[config.mk]
export PLATFORM = sky130hd
export DESIGN_NAME = sign_text_emitter
export DESIGN_NICKNAME = d
export VERILOG_FILES = /design/src/rtl/sign_text_pkg.sv /design/src/rtl/sign_text_emitter_char_fifo.sv /design/src/rtl/sign_text_emitter.sv
export SDC_FILE = /design/constraint.sdc
export NUM_CORES = 1
export LEC_CHECK = 0
export BUFFER_PORTS_ARGS = -buffer_cell sky130_fd_sc_hd__clkbuf_2
export CAP_MARGIN = 20
export CORE_MARGIN = 1
export CORE_UTILIZATION = 45
export CTS_BUF_LIST = sky130_fd_sc_hd__clkbuf_4
export CTS_CLUSTER_DIAMETER = 120
export CTS_CLUSTER_SIZE = 28
export DETAILED_ROUTE_END_ITERATION = 10
export PLACE_DENSITY = 0.61
export SLEW_MARGIN = 20
export SYNTH_ARGS = -nofsm -noshare
export SYNTH_HDL_FRONTEND = slang
export SYNTH_SLANG_ARGS = --single-unit
export TNS_END_PERCENT = 5
[constraint.sdc]
create_clock -name clk -period 3.75 [get_ports clk]
set_input_delay 0.375 -clock clk [delete_from_list [all_inputs] [get_ports clk]]
set_output_delay 0.375 -clock clk [all_outputs]
set_load 0.01 [all_outputs]
[src/rtl/sign_text_pkg.sv]
// Shared definitions for the sign-to-text emitter: sign codes, ASCII map, FSM states.
package sign_text_pkg;

  localparam logic [3:0] SIGN_NONE  = 4'd0;
  localparam logic [3:0] SIGN_SPACE = 4'd11;
  localparam logic [3:0] SIGN_CR    = 4'd12;

  typedef enum logic [1:0] {
    IDLE   = 2'd0,
    COUNT  = 2'd1,
    LOCKED = 2'd2
  } emit_state_t;

  typedef struct packed {
    logic       invalid;
    logic [7:0] ch;
  } sign_char_t;

  // Code 0 maps to no character; 13..15 are flagged invalid.
  function automatic sign_char_t sign_to_ascii(input logic [3:0] code);
    sign_char_t r;
    r.invalid = 1'b0;
    r.ch      = 8'h00;
    if (code >= 4'd1 && code <= 4'd10) begin
      r.ch = 8'h2F + {4'h0, code};
    end else if (code == SIGN_SPACE) begin
      r.ch = 8'h20;
    end else if (code == SIGN_CR) begin
      r.ch = 8'h0D;
    end else if (code != SIGN_NONE) begin
      r.invalid = 1'b1;
    end
    return r;
  endfunction

endpackage

[src/rtl/sign_text_emitter_char_fifo.sv]
// First-word-fall-through synchronous FIFO; a push into a full FIFO is ignored
// unless a pop frees a slot in the same cycle.
module char_fifo #(
  parameter int DEPTH = 8,
  parameter int WIDTH = 8
) (
  input  logic                     clk,
  input  logic                     rst,
  input  logic                     push,
  input  logic [WIDTH-1:0]         push_data,
  input  logic                     pop,
  output logic [WIDTH-1:0]         head,
  output logic                     full,
  output logic                     empty,
  output logic [$clog2(DEPTH):0]   count
);
  localparam int AW = $clog2(DEPTH);

  logic [WIDTH-1:0] mem [DEPTH];
  logic [AW-1:0]    wr_ptr, rd_ptr;
  logic             do_push, do_pop;

  assign empty   = (count == '0);
  assign full    = (count == (AW+1)'(DEPTH));
  assign do_pop  = pop && !empty;
  assign do_push = push && (!full || do_pop);
  assign head    = empty ? '0 : mem[rd_ptr];

  // Pointer and occupancy bookkeeping; pointers wrap naturally at DEPTH.
  always_ff @(posedge clk) begin
    if (rst) begin
      wr_ptr <= '0;
      rd_ptr <= '0;
      count  <= '0;
    end else begin
      if (do_push) wr_ptr <= wr_ptr + 1'b1;
      if (do_pop)  rd_ptr <= rd_ptr + 1'b1;
      case ({do_push, do_pop})
        2'b10:   count <= count + 1'b1;
        2'b01:   count <= count - 1'b1;
        default: count <= count;
      endcase
    end
  end

  // Storage write; contents need no reset since empty masks the head.
  always_ff @(posedge clk) begin
    if (do_push) mem[wr_ptr] <= push_data;
  end

endmodule

[src/rtl/sign_text_emitter.sv]
// Debounces per-frame sign codes, maps accepted codes to ASCII and streams them out.
//  state  | meaning
//  IDLE   | no hand shown (or just reset); next frame starts counting
//  COUNT  | building a run of identical codes toward acceptance
//  LOCKED | code accepted; waiting for a different code before re-arming
module sign_text_emitter
  import sign_text_pkg::*;
#(
  parameter int STABLE_FRAMES = 4,
  parameter int FIFO_DEPTH    = 8
) (
  input  logic                          clk,
  input  logic                          rst,
  input  logic [3:0]                    sign_value,
  input  logic                          frame_done,
  input  logic                          char_ready,
  output logic                          char_valid,
  output logic [7:0]                    char_data,
  output logic [3:0]                    stable_sign,
  output logic [$clog2(FIFO_DEPTH):0]   fifo_count,
  output logic                          overflow
);
  emit_state_t state, state_next;
  logic [3:0]  cand;
  logic [7:0]  run, run_next;
  logic        same, complete;
  logic [3:0]  stable_next;
  logic        push_req, push_next;
  logic [7:0]  push_data, push_data_next;
  logic        fifo_full, fifo_empty, pop;
  sign_char_t  lut;

  assign lut      = sign_to_ascii(sign_value);
  assign same     = (sign_value == cand);
  assign run_next = !same ? 8'd1 : (run == 8'hFF) ? 8'hFF : run + 8'd1;
  assign complete = (run_next == 8'(STABLE_FRAMES));

  // Next-state and acceptance decisions, only on frame boundaries.
  always_comb begin
    state_next     = state;
    stable_next    = stable_sign;
    push_next      = 1'b0;
    push_data_next = push_data;
    if (frame_done && (state != LOCKED || !same)) begin
      if (complete) begin
        if (sign_value == SIGN_NONE) begin
          stable_next = SIGN_NONE;
          state_next  = IDLE;
        end else if (lut.invalid) begin
          state_next  = LOCKED;
        end else begin
          stable_next    = sign_value;
          push_next      = 1'b1;
          push_data_next = lut.ch;
          state_next     = LOCKED;
        end
      end else begin
        state_next = COUNT;
      end
    end
  end

  // Debounce run, FSM state and registered push request.
  always_ff @(posedge clk) begin
    if (rst) begin
      state       <= IDLE;
      cand        <= SIGN_NONE;
      run         <= 8'd0;
      stable_sign <= SIGN_NONE;
      push_req    <= 1'b0;
      push_data   <= 8'h00;
    end else begin
      if (frame_done) begin
        cand <= sign_value;
        run  <= run_next;
      end
      state       <= state_next;
      stable_sign <= stable_next;
      push_req    <= push_next;
      push_data   <= push_data_next;
    end
  end

  assign char_valid = !fifo_empty;
  assign pop        = char_valid && char_ready;

  // Sticky flag for a character lost to a full FIFO with no simultaneous pop.
  always_ff @(posedge clk) begin
    if (rst) overflow <= 1'b0;
    else if (push_req && fifo_full && !pop) overflow <= 1'b1;
  end

  char_fifo #(.DEPTH(FIFO_DEPTH), .WIDTH(8)) u_fifo (
    .clk       (clk),
    .rst       (rst),
    .push      (push_req),
    .push_data (push_data),
    .pop       (pop),
    .head      (char_data),
    .full      (fifo_full),
    .empty     (fifo_empty),
    .count     (fifo_count)
  );

endmodule
==> results.tsv <==
stage	metric	value	unit
cts	CTS buffer count	9	
cts	worst-skew pair later-pin latency	0.43	ns
floorplanning	placement row count	34	
route	Post-DRT Antenna Nets	0	
grt	pin count of the biggest net entering global routing	43	
cts	hold_buf cts	0	
route	drt wl/cell	16.02	um
grt	grt ovf	0	
layout	fillers	767	
power_and_ir_drop	pwr dens	372.4	nW/um^2
setup_path	worst setup path class	flip-flop to output port	
synth	Seq/Total Area, Yosys	54.68	%
run	max-cap violations	0	
setup_path	worst-path cell chain	mux4_2, mux2i_1, nor2_1, clkbuf_2	
layout	share of post-route cells with drive strength above 1	17.08	%
min_path	hold path start	char_ready	
cts	post-cts resize count	0	
setup_path	maximum fanout along the worst path	12	
synth	Yosys warning total	0	
synth	EDFF count, synth	48	
floorplanning	starting density of the core	46.60	%
cts	CTS tree	built	
timing	RSZ-0062 raised after global routing	false	
power_and_ir_drop	Peak VDD IR	154.7	uV
timing	worst hold slack	0.2412	ns
synth	Synth top cells by count	edfxtp_1 (48), dfxtp_1 (39), nor2_1 (38)	
placement	Cells after DPL	455	
cts	clock root buffer	clkbuf_4	
timing	Worst Skew	0.01070	ns
synth	Post-Syn Instances	339	
cts	Post-CTS Setup Bufs	0	
synth	most frequent cell after synthesis	edfxtp_1	
grt	total track usage	17.24	%
synth	Synth Register Bits	87	
cts	CTS Sinks	87	
cts	CTS H-Tree Depth	3	
timing	Final setup violation count	0	
power_and_ir_drop	leakage power	0.001550	uW
floorplanning	Die Ht	97.03	um
floorplanning	Core ar.	8721	sq um
timing	min Tclk post-route	2.657	ns
setup_path	Crit path arrival time	2.28	ns
synth	fraction of registers with async set or reset after synthesis	0	%
setup_path	RR Startpoint	u_fifo.count[0]	
status	status	completed	
timing	top achievable clock speed	376.4	MHz
placement	routability cong.	0.8634	
synth	Top FF cell, synth	edfxtp_1	
layout	# diodes	0	
placement	port bufs	23	
route	router iterations before antenna repair	4	
synth	unique cell type count in the Yosys netlist	53	
layout	nets@finish	377	
timing	Pins Over Slew Limit	0	
setup_path	Worst setup SP type	flip-flop	
synth	Yosys top cell by area	edfxtp_1	
floorplanning	I/O pins	26	
cts	Bufs on Longest Clock Path	2	
grt	number of global-route vias before repair	2577	
timing	total negative setup slack	0	ns
grt	first-pass GRT wire length	12.78	mm
setup_path	CP bufs+invs	1	
cts	clock-pin slew on the worst setup and hold paths	0.15	ns
synth	Mapped Area	4064	sq um
floorplanning	die area	9415	sq um
timing	Final Hold Viols	0	
timing	Tightest Pin Transition	0.9662	ns
placement	dpl hpwl	5.103	mm
route	Post-Route WL	7.547	mm
timing	Tcrit/Tclk final	70.85	%
layout	Area growth syn-to-layout	7.358	%
setup_path	CP endpoint kind	output port	
min_path	Hold WC Path Type	input port to flip-flop	
synth	syn_area_per_cell	11.99	sq um
route	Residual DRC	0	
timing	Slew HR	35.09	%
route	via count	2583	
synth	Yosys top cell area share	35.47	%
route	via density per instance	5.484	
setup_path	Data required, critical path	3.38	ns
layout	fin cells	471	
setup_path	slowest stage delay, CP	0.89	ns
floorplanning	die width	97.03	um
setup_path	CP delay by family, top	flip-flops	
route	1st-iter DRT viols	93	
grt	initial antenna violation count	0	
synth	Synth area leaders	edfxtp_1 (35%), dfxtp_1 (19%), mux4_2 (6.7%)	
setup_path	slowest cell on the critical path	dfxtp_1	
-- worst reg2reg max path, delay by kind of cell, from the launching register on --
kind | cells | cell delay [ns]
adder cells (fa/ha/maj) | 2 | 0.50
buffers and inverters | 3 | 0.34
AND/OR/NAND/NOR | 3 | 0.72
XOR/XNOR | 1 | 0.09
flip-flops | 1 | 0.39
AO/OA/AOI/OAI | 3 | 0.47
-- cells by family after synthesis --
logic type	Yosys count	synth area share, %
mux	27	10.59
flops	87	54.68
xor+xnor	16	3.633
other cells	1	0.09228
compound gates	58	9.052
buf+inv	28	3.725
simple gates	111	14.66
fa+ha+maj	11	3.571
-- registers in the layout, summed over array words and instances, names as in the netlist, named ones only --
name and flops:
push_req 1, u_fifo.count 4, u_fifo.mem 48, run 8
state 2, push_data 6, cand 4, overflow 1
stable_sign 4, u_fifo.rd_ptr 3, u_fifo.wr_ptr 3
-- path summary, 6_finish.rpt --
| check | endpoint | slack, ns | cells past startpoint |
|---|---|---|---|
| min reg2reg | state[1] | 0.48 | 2 |
| max reg2reg | u_fifo.count[3] | 1.16 | 12 |
| max | char_data[3] | 1.09 | 4 |
| min | u_fifo.rd_ptr[1] | 0.24 | 3 |
-- per-stage QoR --
step / util, % / area, sq um / power (uW) / worst slack, ns
final: 50.03 / 4363 / 1625 / 1.093
after global routing: 50.03 / 4363 / 1690 / 0.8612
after CTS: 50.03 / 4363 / 1640 / 0.9906
after detailed placement: 48.34 / 4215 / 1086 / 1.197
after global placement: 48.34 / 4215 / 1085 / 1.254
after floorplan: - / 4068 / 1074 / 0.8955
-- metal layers --
| layer | wire length (um) | GRT usage [%] | vias up |
|---|---|---|---|
| met5 | 0 | 0 | - |
| met4 | 94 | 5.166 | 0 |
| met3 | 178 | 4.046 | 10 |
| met2 | 3683 | 28.28 | 29 |
| met1 | 3590 | 22.74 | 1256 |
| li1 | - | - | 1288 |
-- final cells by class --
cell class / count / area, sq um / share of cell area (%)
multi-input cells: 225 / 1694 / 38.83
inverters: 11 / 41.29 / 0.9464
well taps: 108 / 135.1 / 3.097
clock buffers: 9 / 67.56 / 1.549
flip-flops and latches: 87 / 2222 / 50.93
repair buffers: 24 / 122.6 / 2.810
clock inverters: 7 / 80.08 / 1.835
-- cell usage in the layout, fill, tap and decap left out, types with 10 or more instances in the layout --
master / count
edfxtp_1: 48
dfxtp_1: 39
nor2_1: 38
clkbuf_2: 23
a21oi_1: 19
nand2_1: 17
mux2i_1: 13
mux4_2: 12
inv_1: 11
nand2b_1: 11
xnor2_1: 10
ha_1: 10
-- where the power goes --
group | leakage [uW] | switching, uW | internal (uW) | total, uW
clock | 0.0000788 | 347 | 213 | 559
combinational | 0.000683 | 40.1 | 22.8 | 62.9
sequential | 0.000789 | 3.38 | 999 | 1000
Note: power is estimated with default switching activity, not from simulation.
